$ cat src/rtl/radar_scan.sv
// Radar sweep sequencer: walks a 3-bit LED position up and down (or round and
// round) at a programmable rate, driving an active-low one-hot LED decoder.
module radar_scan #(
  parameter int DIV = 1_350_000
) (
  input  logic       clk,
  input  logic       rst,
  input  logic       start,
  input  logic       stop,
  input  logic       mode,
  input  logic [1:0] speed,
  output logic [2:0] pos,
  output logic       en,
  output logic       dir,
  output logic       step
);

  // One spare bit beyond 4*DIV so the slowest period never overflows.
  localparam int CW = $clog2(4 * DIV) + 1;

  typedef enum logic [1:0] {IDLE, FWD, REV} state_t;

  state_t        state_reg, state_next;
  logic [CW-1:0] cnt_reg, cnt_next;
  logic [1:0]    spd_reg, spd_next;
  logic [2:0]    pos_next;
  logic          en_next, dir_next, step_next;
  logic [CW-1:0] last_cnt;
  logic          tick;

  assign last_cnt = CW'(DIV) * (CW'(spd_reg) + CW'(1)) - CW'(1);
  assign tick     = (state_reg != IDLE) && (cnt_reg == last_cnt);

  always_ff @(posedge clk) begin
    if (rst) begin
      state_reg <= IDLE;
      cnt_reg   <= '0;
      spd_reg   <= '0;
      pos       <= '0;
      en        <= 1'b0;
      dir       <= 1'b0;
      step      <= 1'b0;
    end else begin
      state_reg <= state_next;
      cnt_reg   <= cnt_next;
      spd_reg   <= spd_next;
      pos       <= pos_next;
      en        <= en_next;
      dir       <= dir_next;
      step      <= step_next;
    end
  end

  always_comb begin
    state_next = state_reg;
    cnt_next   = cnt_reg;
    spd_next   = spd_reg;
    pos_next   = pos;
    en_next    = en;
    dir_next   = dir;
    step_next  = 1'b0;
    unique case (state_reg)
      IDLE: begin
        cnt_next = '0;
        en_next  = 1'b0;
        pos_next = '0;
        dir_next = 1'b0;
        // stop wins over a simultaneous start
        if (start && !stop) begin
          state_next = FWD;
          en_next    = 1'b1;
          spd_next   = speed;
        end
      end
      FWD, REV: begin
        if (stop) begin
          state_next = IDLE;
          cnt_next   = '0;
          en_next    = 1'b0;
          pos_next   = '0;
          dir_next   = 1'b0;
        end else if (tick) begin
          cnt_next  = '0;
          spd_next  = speed;
          step_next = 1'b1;
          if (state_reg == FWD) begin
            if (pos != 3'd7) begin
              pos_next = pos + 3'd1;
            end else if (mode) begin
              pos_next = 3'd0;
            end else begin
              state_next = REV;
              pos_next   = 3'd6;
              dir_next   = 1'b1;
            end
          end else begin
            // Leaving REV always resumes ascending; wrap mode steps up from here.
            if (mode) begin
              state_next = FWD;
              pos_next   = pos + 3'd1;
              dir_next   = 1'b0;
            end else if (pos != 3'd0) begin
              pos_next = pos - 3'd1;
            end else begin
              state_next = FWD;
              pos_next   = 3'd1;
              dir_next   = 1'b0;
            end
          end
        end else begin
          cnt_next = cnt_reg + CW'(1);
        end
      end
      default: begin
        state_next = IDLE;
      end
    endcase
  end

endmodule
$ cat config.mk
export PLATFORM = sky130hd
export DESIGN_NAME = radar_scan
export DESIGN_NICKNAME = d
export VERILOG_FILES = /design/src/rtl/radar_scan.sv
export SDC_FILE = /design/constraint.sdc
export NUM_CORES = 1
export LEC_CHECK = 0
export CAP_MARGIN = 15
export CORE_MARGIN = 3
export CORE_UTILIZATION = 34
export DETAILED_ROUTE_END_ITERATION = 10
export SYNTH_ARGS = -nofsm -noshare
export SYNTH_HDL_FRONTEND = slang
export SYNTH_SLANG_ARGS = --single-unit
$ cat constraint.sdc
create_clock -name clk -period 7.62 [get_ports clk]
set_input_delay 1.143 -clock clk [delete_from_list [all_inputs] [get_ports clk]]
set_output_delay 1.143 -clock clk [all_outputs]
set_load 0.1 [all_outputs]
== Word-level counts from Yosys, hierarchy flattened ==
Cells that the tools add are included.
Storage, ports and cells
  flip-flop bits (word level): 34
  bits of input ports: 7
  logic and storage cells: 76
Operators by class
  $add $sub $neg: 5
  multipliers: 1
  eq/ne operators: 12
  multiplexer cells: 36
  bitwise logic cells: 1
  reduce and logical (&&, ||, !) cells: 14
Operators by type and width (number)
  $mux W24: 2
  $pmux W24 S2: 1
  $add A24 B1 Y24 const B: 1
  $eq A24 B24 Y1: 1
  $sub A24 B1 Y24 const B: 1
  $mux W2: 11
  $mux W3: 7
  $mul A17 B3 Y20 const A: 1
  $mux W1: 10
  $reduce_and A5 Y1: 2
  $ne A2 B2 Y1 const B: 4
  $ne A4 B4 Y1 const B: 2
  $pmux W2 S2: 2
  $ne A3 B3 Y1 const B: 2
  $pmux W3 S2: 1
  $ne A5 B5 Y1 const B: 1
  $pmux W1 S2: 2
  $reduce_and A2 Y1: 2
  $reduce_and A4 Y1: 1
  $reduce_bool A2 Y1: 2
  $add A2 B1 Y3 const B: 1
  $add A3 B1 Y3 const B: 1
  $reduce_bool A3 Y1: 1
  $reduce_or A3 Y1: 1
  other kinds (8): 9

== Depth between registers and ports, before layout ==
Gate-level depths: netlist (run 1).
  depth after elaboration: 8
  mapped depth: 11
  depth with buffers taken out: 9

== Worst setup path after synthesis (run 1) ==
Ideal clock, no wire load.
  kind: register to register
  start point: register spd_reg[0]
  end point: register state_reg[1]
  library setup time: 0.101 ns
  data arrival time: 2.621 ns
  required time: 7.519 ns
  slack: 4.898 ns
  stages on the path, launching flop included: 11
  clock period less this slack: 2.722 ns
  cells stage by stage: dfxtp_1 -> inv_1 -> ha_1 -> buf_2 -> and2_1 -> o21ai_0 -> nand4_1 -> o41ai_2 -> o31ai_2 -> or3_1 -> o41ai_1
Between the ends
  word-level cells in the longest chain between the ends: 7
RTL lines
  start, declared: line 25  | logic [1:0] spd_reg, spd_next;
  start signal, assigned: line 46  | spd_reg <= spd_next;
  $add A2 B1 Y3: line 31  | assign last_cnt = CW'(DIV) * (CW'(spd_reg) + CW'(1)) - CW'(1);
  $mul A17 B3 Y20: line 31
  $sub A24 B1 Y24: line 31
  $eq A24 B24 Y1: line 32  | assign tick = (state_reg != IDLE) && (cnt_reg == last_cnt);
  $logic_and A1 B1 Y1: line 32
  $ne A3 B3 Y1 (no source line)
  $reduce_and A5 Y1 (no source line)
  end signal, assigned: line 44  | state_reg <= state_next;
  end, declared: line 23  | state_t state_reg, state_next;
No other way between the ends.
A chain may end at the register's enable or synchronous reset.

== Final worst setup path (run 1) ==
Same ends and word-level chain as after synthesis.

==> results of run 1 <==
==> worst reg2reg max path, cell delays in order, from the launching register on <==
cell and delay, ns:
dfxtp_1 0.55, inv_1 0.17, ha_1 0.49, and2_1 0.24
a22oi_1 0.10, xnor2_1 0.15, nor3_1 0.49, o31ai_2 0.21
or3_1 0.42, o41ai_1 0.23
==> report_power, final <==
group	switching (mW)	leakage [nW]	internal [mW]
Combinational	0.0511	0.545	0.0326
Clock	0.0661	0.0482	0.0729
Sequential	0.00506	0.274	0.181
Total	0.122	0.868	0.286
==> stage by stage <==
| stage | total power [mW] | setup slack [ns] | std cells | util (%) |
|---|---|---|---|---|
| after floorplan | 0.255 | 4.90 | 281 | - |
| after global placement | 0.274 | 4.59 | 359 | 38.0 |
| after detailed placement | 0.273 | 4.51 | 359 | 38.0 |
| after CTS | 0.412 | 4.46 | 367 | 39.4 |
| after global routing | 0.431 | 4.12 | 367 | 39.4 |
| final | 0.409 | 4.46 | 367 | 39.4 |
==> synth_stat cells, types with 2 or more instances <==
cell type  count  area [sq um]
buf_2          4          20.0
o2bb2ai_1      3          26.3
and2_1         2          12.5
a21oi_1        9          45.0
nand3_1       14          70.1
a31oi_1        2          12.5
a22oi_1        3          22.5
o21a_1         3          22.5
or4b_1         2          20.0
xor2_1        11          96.3
nand2_1       21          78.8
o21ai_0        8          40.0
inv_1         14          52.6
and3_1         4          25.0
a211oi_1       3          22.5
or3_1          6          37.5
nand4b_1       3          26.3
nor2b_1        3          18.8
o211ai_1       2          15.0
clkbuf_1       8          30.0
o41ai_1        2          17.5
nor3_1         4          20.0
xnor2_1       19           166
mux2i_1        4          40.0
nand4_1        6          37.5
nor2_1        47           176
dfxtp_1       34           681
nor4_1         4          25.0
a21boi_0       2          15.0
ha_1          18           225
==> layout make-up <==
cell class	count	area share [%]
well taps	77	3.83
multi-input cells	221	58.4
inverters	14	2.09
clock buffers	7	3.43
flip-flops and latches	34	27.0
repair buffers	13	5.07
clock inverters	1	0.199
==> kinds of logic (layout without fill, tap and decap cells) <==
| group | count (synthesis) | in the layout |
|---|---|---|
| adders and majority gates | 18 | 18 |
| AOI/OAI and AO/OA | 47 | 47 |
| buffers and inverters | 26 | 35 |
| muxes | 4 | 4 |
| xor gates and xnor gates | 30 | 30 |
| and+or+nand+nor | 122 | 122 |
| DFF | 34 | 34 |
==> routing by layer <==
layer,wire (um),share of wire [%],GRT usage (%),vias to the layer above
met4,0,0,3.35,0
met1,2480,53,18.4,884
met5,0,0,0,-
li1,-,-,-,989
met3,176,3.8,2.93,0
met2,2030,43,20.2,28
==> how the worst max path moves through the flow <==
stage,end,from,depth (start not counted)
3_5_place_dp,spd_reg[0]$_SDFFE_PP0P_,spd_reg[0]$_SDFFE_PP0P_,9
6_report,state_reg[1]$_SDFFE_PP0P_,spd_reg[0]$_SDFFE_PP0P_,9
4_1_cts,spd_reg[0]$_SDFFE_PP0P_,spd_reg[0]$_SDFFE_PP0P_,9
2_1_floorplan,state_reg[1]$_SDFFE_PP0P_,spd_reg[0]$_SDFFE_PP0P_,10
3_3_place_gp,state_reg[1]$_SDFFE_PP0P_,mode,7
5_1_grt,pos[1]$_SDFFE_PP0P_,spd_reg[0]$_SDFFE_PP0P_,9
==> results.json, run 1 <==
{
  "tritoncts": "yes",
  "grt_pass1_vias": 1749,
  "ctsHoldBuffers": 0,
  "yosys.area_share.adder_pct": 9.99,
  "gr-total-overflow": 0,
  "synth_top_family_by_area": "simple AND/OR/NAND/NOR gates",
  "synth_nets": 306,
  "row_count": 29,
  "ys.flop_type": "dfxtp_1",
  "finalHoldViolations": 0,
  "slowest_delay_ns": 0.55,
  "setup_viol": 0,
  "ff_latch_area_sq_um": 681,
  "layout_common_cells": "nor2_1, dfxtp_1, nand2_1, xnor2_1, ha_1",
  "seq_area_frac_synth_pct": 30.2,
  "r2r_end": "state_reg[1]$_SDFFE_PP0P_",
  "grt_pass1_wl_um": 8170,
  "fin_crit_ns": 3.16,
  "whs_path_depth": 2,
  "n_antenna_cell": 0,
  "yosys_warnings": 0,
  "cts_setup_buffers": 0,
  "slew_viol_final": 0,
  "synth-edff-count": 0,
  "io_pins": 13,
  "cts_buffer_depth": 2,
  "final.setup.tns_ns": 0,
  "slowest_stage": "dfxtp_1",
  "slew_headroom_pct": 35.4,
  "core-area_sq_um": 6390,
  "ys_ff_latch": 34,
  "dr.first_iter.drc_count": 109,
  "grt_max_degree": 23,
  "min_to": "cnt_reg[1]$_SDFFE_PP0N_",
  "clock_latency_ns": 0.29,
  "cts_buffers": 5,
  "cts_root_buf": "clkbuf_8",
  "critPathBufInv": 1,
  "post-dp-hpwl_um": 3540,
  "dr.pass1.iters": 4,
  "crit_type": "flip-flop to flip-flop",
  "post-route-period-util_pct": 41.4,
  "synthArstFlopShare_pct": 0,
  "antenna_found_initial": 0,
  "crit_path_cell_trace": "inv_1, ha_1, and2_1, a22oi_1, xnor2_1, nor3_1, o31ai_2, or3_1, o41ai_1",
  "synth_compound_area_share_pct": 14.7,
  "netlist_area_sq_um": 2250,
  "nFillCells": 674,
  "cp-start-kind": "flip-flop",
  "r2r_cells": 9,
  "cp.required_ns": 7.80,
  "rsz0062_at_grt": "no",
  "cts_htree_levels": 2,
  "area_delta_synth_final_pct": 11.8,
  "die-area_sq_um": 7640,
  "multi_input_area_sq_um": 1470,
  "cts_resized": 0,
  "hold_slack_ns": 0.479,
  "critPathTopFamily": "simple AND/OR/NAND/NOR gates",
  "status": "finished, final reports clean",
  "finClkSkew_ns": 0.0124,
  "layout-drive-gt1-share_pct": 4.14,
  "gp_congestion": 0.861,
  "worstMarginPinSlew_ns": 0.966,
  "worstPathMaxFanout": 12,
  "final_cell_area_sq_um": 2520,
  "syn_area_per_cell_sq_um": 8.02,
  "cap_violations": 0,
  "ant_nets": 0,
  "avgViaCountPerCell": 5.18,
  "nets": 314,
  "dieWidth_um": 87.4,
  "largest_reg_flops": 24,
  "synthMuxAreaShare_pct": 1.78,
  "drt_wl_total_um": 4680,
  "dieHeight_um": 87.4,
  "grt_usage_pct": 13.1,
  "worstSetupEndpointType": "flip-flop",
  "fmax_mhz": 317,
  "drcViolationCount": 0,
  "r2r_start": "spd_reg[0]$_SDFFE_PP0P_",
  "synth.distinct_cells": 46,
  "synthSimpleGateAreaFrac_pct": 27.2,
  "worst_hold_startpoint": "cnt_reg[1]$_SDFFE_PP0N_",
  "power_density_nw_per_um2": 162,
  "min_path_type": "flip-flop to flip-flop",
  "placed_cell_area_sq_um": 2430,
  "synth_cells": 281,
  "ir_drop_uv": 89.8,
  "ff2ff_setup_slack_ns": 4.46,
  "start_util_pct": 35.3,
  "cts_sinks": 34,
  "final_common_cell": "nor2_1",
  "vias": 1901,
  "crit_arrival_ns": 3.34,
  "p_leak_nw": 0.868,
  "wl_per_cell_um": 12.8,
  "clkTransAtPathRegs_ns": 0.08,
  "io_buffers": 12,
  "synth_xor_area_share_pct": 11.7
}
Power figures use the tool's default switching activity.
==> run 2, diff against run 1 <==
==> constraint.sdc (replaced) <==
create_clock -name clk -period 3.1 [get_ports clk]
set_input_delay 0.465 -clock clk [delete_from_list [all_inputs] [get_ports clk]]
set_output_delay 0.465 -clock clk [all_outputs]
set_load 0.1 [all_outputs]
==> run 2 against run 1 <==
Clock power rose by 130%. Critical path depth did not move. Via count is 1.7% higher. Non-clock buffer count grew 2. Clock-buffer cell count down 1. Sequential cell count did not move. Core utilization shrank 0.14 points. Register-to-register slack worse by 4.2 ns. Clock skew fell by 0.0065 ns. Worst hold slack better by 0.00053 ns. Critical path type unchanged.
==> results.json, run 2 (synthesis gave the netlist of run 1 again) <==
{
  "p_int_uw": 699,
  "final_common_cell": "nor2_1",
  "cp-start-kind": "flip-flop",
  "grt.met2_usage_pct": 20.5,
  "cap_violations": 0,
  "slowest_stage": "ha_1",
  "grt_max_degree": 23,
  "worstMarginPinSlew_ns": 0.493,
  "area_delta_synth_final_pct": 11.4,
  "ir_drop_uv": 195,
  "combPwrFrac_pct": 22.1,
  "final_cell_area_sq_um": 2510,
  "crit_path_cell_trace": "inv_1, ha_1, and2_1, o21ai_0, nand4_1, o41ai_2, o31ai_2, or3_1, o41ai_1",
  "vias": 1933,
  "layout_common_cells": "nor2_1, dfxtp_1, nand2_1, xnor2_1, ha_1",
  "place_inst": 361,
  "worstPathMaxFanout": 9,
  "gp_congestion": 0.841,
  "critPathBufInv": 1,
  "slew_headroom_pct": 66.9,
  "p_sw_share_pct": 29.1,
  "post-route-period-util_pct": 90.8,
  "grt_util_met3_pct": 2.93,
  "fin_ws_ns": 0.286,
  "drt_wl_total_um": 4690,
  "cts_buffers": 5,
  "antenna_found_initial": 0,
  "status": "finished, final reports clean",
  "cts_root_buf": "clkbuf_8",
  "clkTransAtPathRegs_ns": 0.07,
  "largest_reg_flops": 24,
  "cp.required_ns": 3.28,
  "cts_htree_levels": 2,
  "worstSetupEndpointType": "flip-flop",
  "slew_viol_final": 0,
  "dr.pass1.iters": 4,
  "io_buffers": 12,
  "drcViolationCount": 0,
  "seqPwrFrac_pct": 45.7,
  "finClkSkew_ns": 0.00591,
  "tritoncts": "yes",
  "p_leak_nw": 0.886,
  "io_pins": 13,
  "power_switching_uw": 286,
  "ctsHoldBuffers": 0,
  "multi_input_area_sq_um": 1470,
  "grt_pass1_vias": 1808,
  "dieWidth_um": 87.4,
  "dp_slack_ns": 0.267,
  "crit_type": "flip-flop to flip-flop",
  "cts_buffer_depth": 2,
  "grt_pass1_wl_um": 8390,
  "fin_crit_ns": 2.81,
  "start_util_pct": 35.3,
  "power_density_nw_per_um2": 393,
  "setup_viol": 0,
  "finalHoldViolations": 0,
  "avgViaCountPerCell": 5.27,
  "grt_usage_pct": 13.5,
  "ant_nets": 0,
  "dieHeight_um": 87.4,
  "cts_sinks": 34,
  "nets": 316,
  "crit_arrival_ns": 2.99,
  "clkPwrFrac_pct": 32.2,
  "dr.first_iter.drc_count": 68,
  "critPathTopFamily": "compound AO/OA/AOI/OAI gates",
  "nFillCells": 678,
  "core-area_sq_um": 6390,
  "gr-total-overflow": 0,
  "cts_setup_buffers": 0,
  "grt.met1_usage_pct": 18.8,
  "cts_resized": 0,
  "post-dp-hpwl_um": 3630,
  "layout-drive-gt1-share_pct": 6.55,
  "stdcell_count": 367,
  "die-area_sq_um": 7640,
  "placed_cell_area_sq_um": 2430,
  "row_count": 29,
  "grt.busiest_layer": "met2",
  "n_antenna_cell": 0,
  "ff_latch_area_sq_um": 681,
  "wl_per_cell_um": 12.8,
  "clock_latency_ns": 0.28,
  "slowest_delay_ns": 0.43,
  "fmax_mhz": 355,
  "rsz0062_at_grt": "no",
  "final.setup.tns_ns": 0,
  "min_path_type": "flip-flop to flip-flop"
}
## run 2: area by class of cell
| class | instances | area share (%) |
|---|---|---|
| Multi-Input combinational cell | 221 | 58.6 |
| Timing Repair Buffer | 15 | 5.08 |
| Tap cell | 77 | 3.84 |
| Sequential cell | 34 | 27.1 |
| Inverter | 14 | 2.09 |
| Clock buffer | 6 | 3.29 |
## run 2: final timing paths
check,start,endpoint,slack [ns],depth (start not counted)
setup / recovery,spd_reg[1]$_SDFFE_PP0P_,state_reg[1]$_SDFFE_PP0P_,0.29,9
hold reg to reg,cnt_reg[1]$_SDFFE_PP0N_,cnt_reg[1]$_SDFFE_PP0N_,0.48,2
hold / removal,cnt_reg[1]$_SDFFE_PP0N_,cnt_reg[1]$_SDFFE_PP0N_,0.48,2
setup reg to reg,spd_reg[1]$_SDFFE_PP0P_,state_reg[1]$_SDFFE_PP0P_,0.29,9
## run 2: routing by layer
layer  vias to the layer above  share of wire, %
met3                         7               3.5
met2                        27                43
met4                         0               1.2
li1                        998                 -
met5                         -                 0
met1                       901                52
## run 2: power groups by stage
stage | combinational (mW) | sequential [mW] | clock [mW]
after floorplan | 0.150 | 0.476 | 0
after global placement | 0.216 | 0.460 | 0
after detailed placement | 0.217 | 0.460 | 0
after CTS | 0.218 | 0.451 | 0.332
after global routing | 0.243 | 0.452 | 0.347
final | 0.218 | 0.451 | 0.317
## run 2: stage by stage
step / util (%) / hold WS [ns] / total power, mW
3_3_place_gp: 38.0 / 0.468 / 0.676
3_5_place_dp: 38.0 / 0.474 / 0.678
5_1_grt: 39.3 / 0.515 / 1.04
4_1_cts: 39.3 / 0.484 / 1.00
6_report: 39.3 / 0.480 / 0.986
2_1_floorplan: - / 0.454 / 0.627
## run 2: worst reg2reg max path, stage by stage (launching register included)
cell	delay [ns]
dfxtp_1	0.33
inv_1	0.08
ha_1	0.43
and2_1	0.25
o21ai_0	0.25
nand4_1	0.17
o41ai_2	0.35
o31ai_2	0.19
or3_1	0.42
o41ai_1	0.25
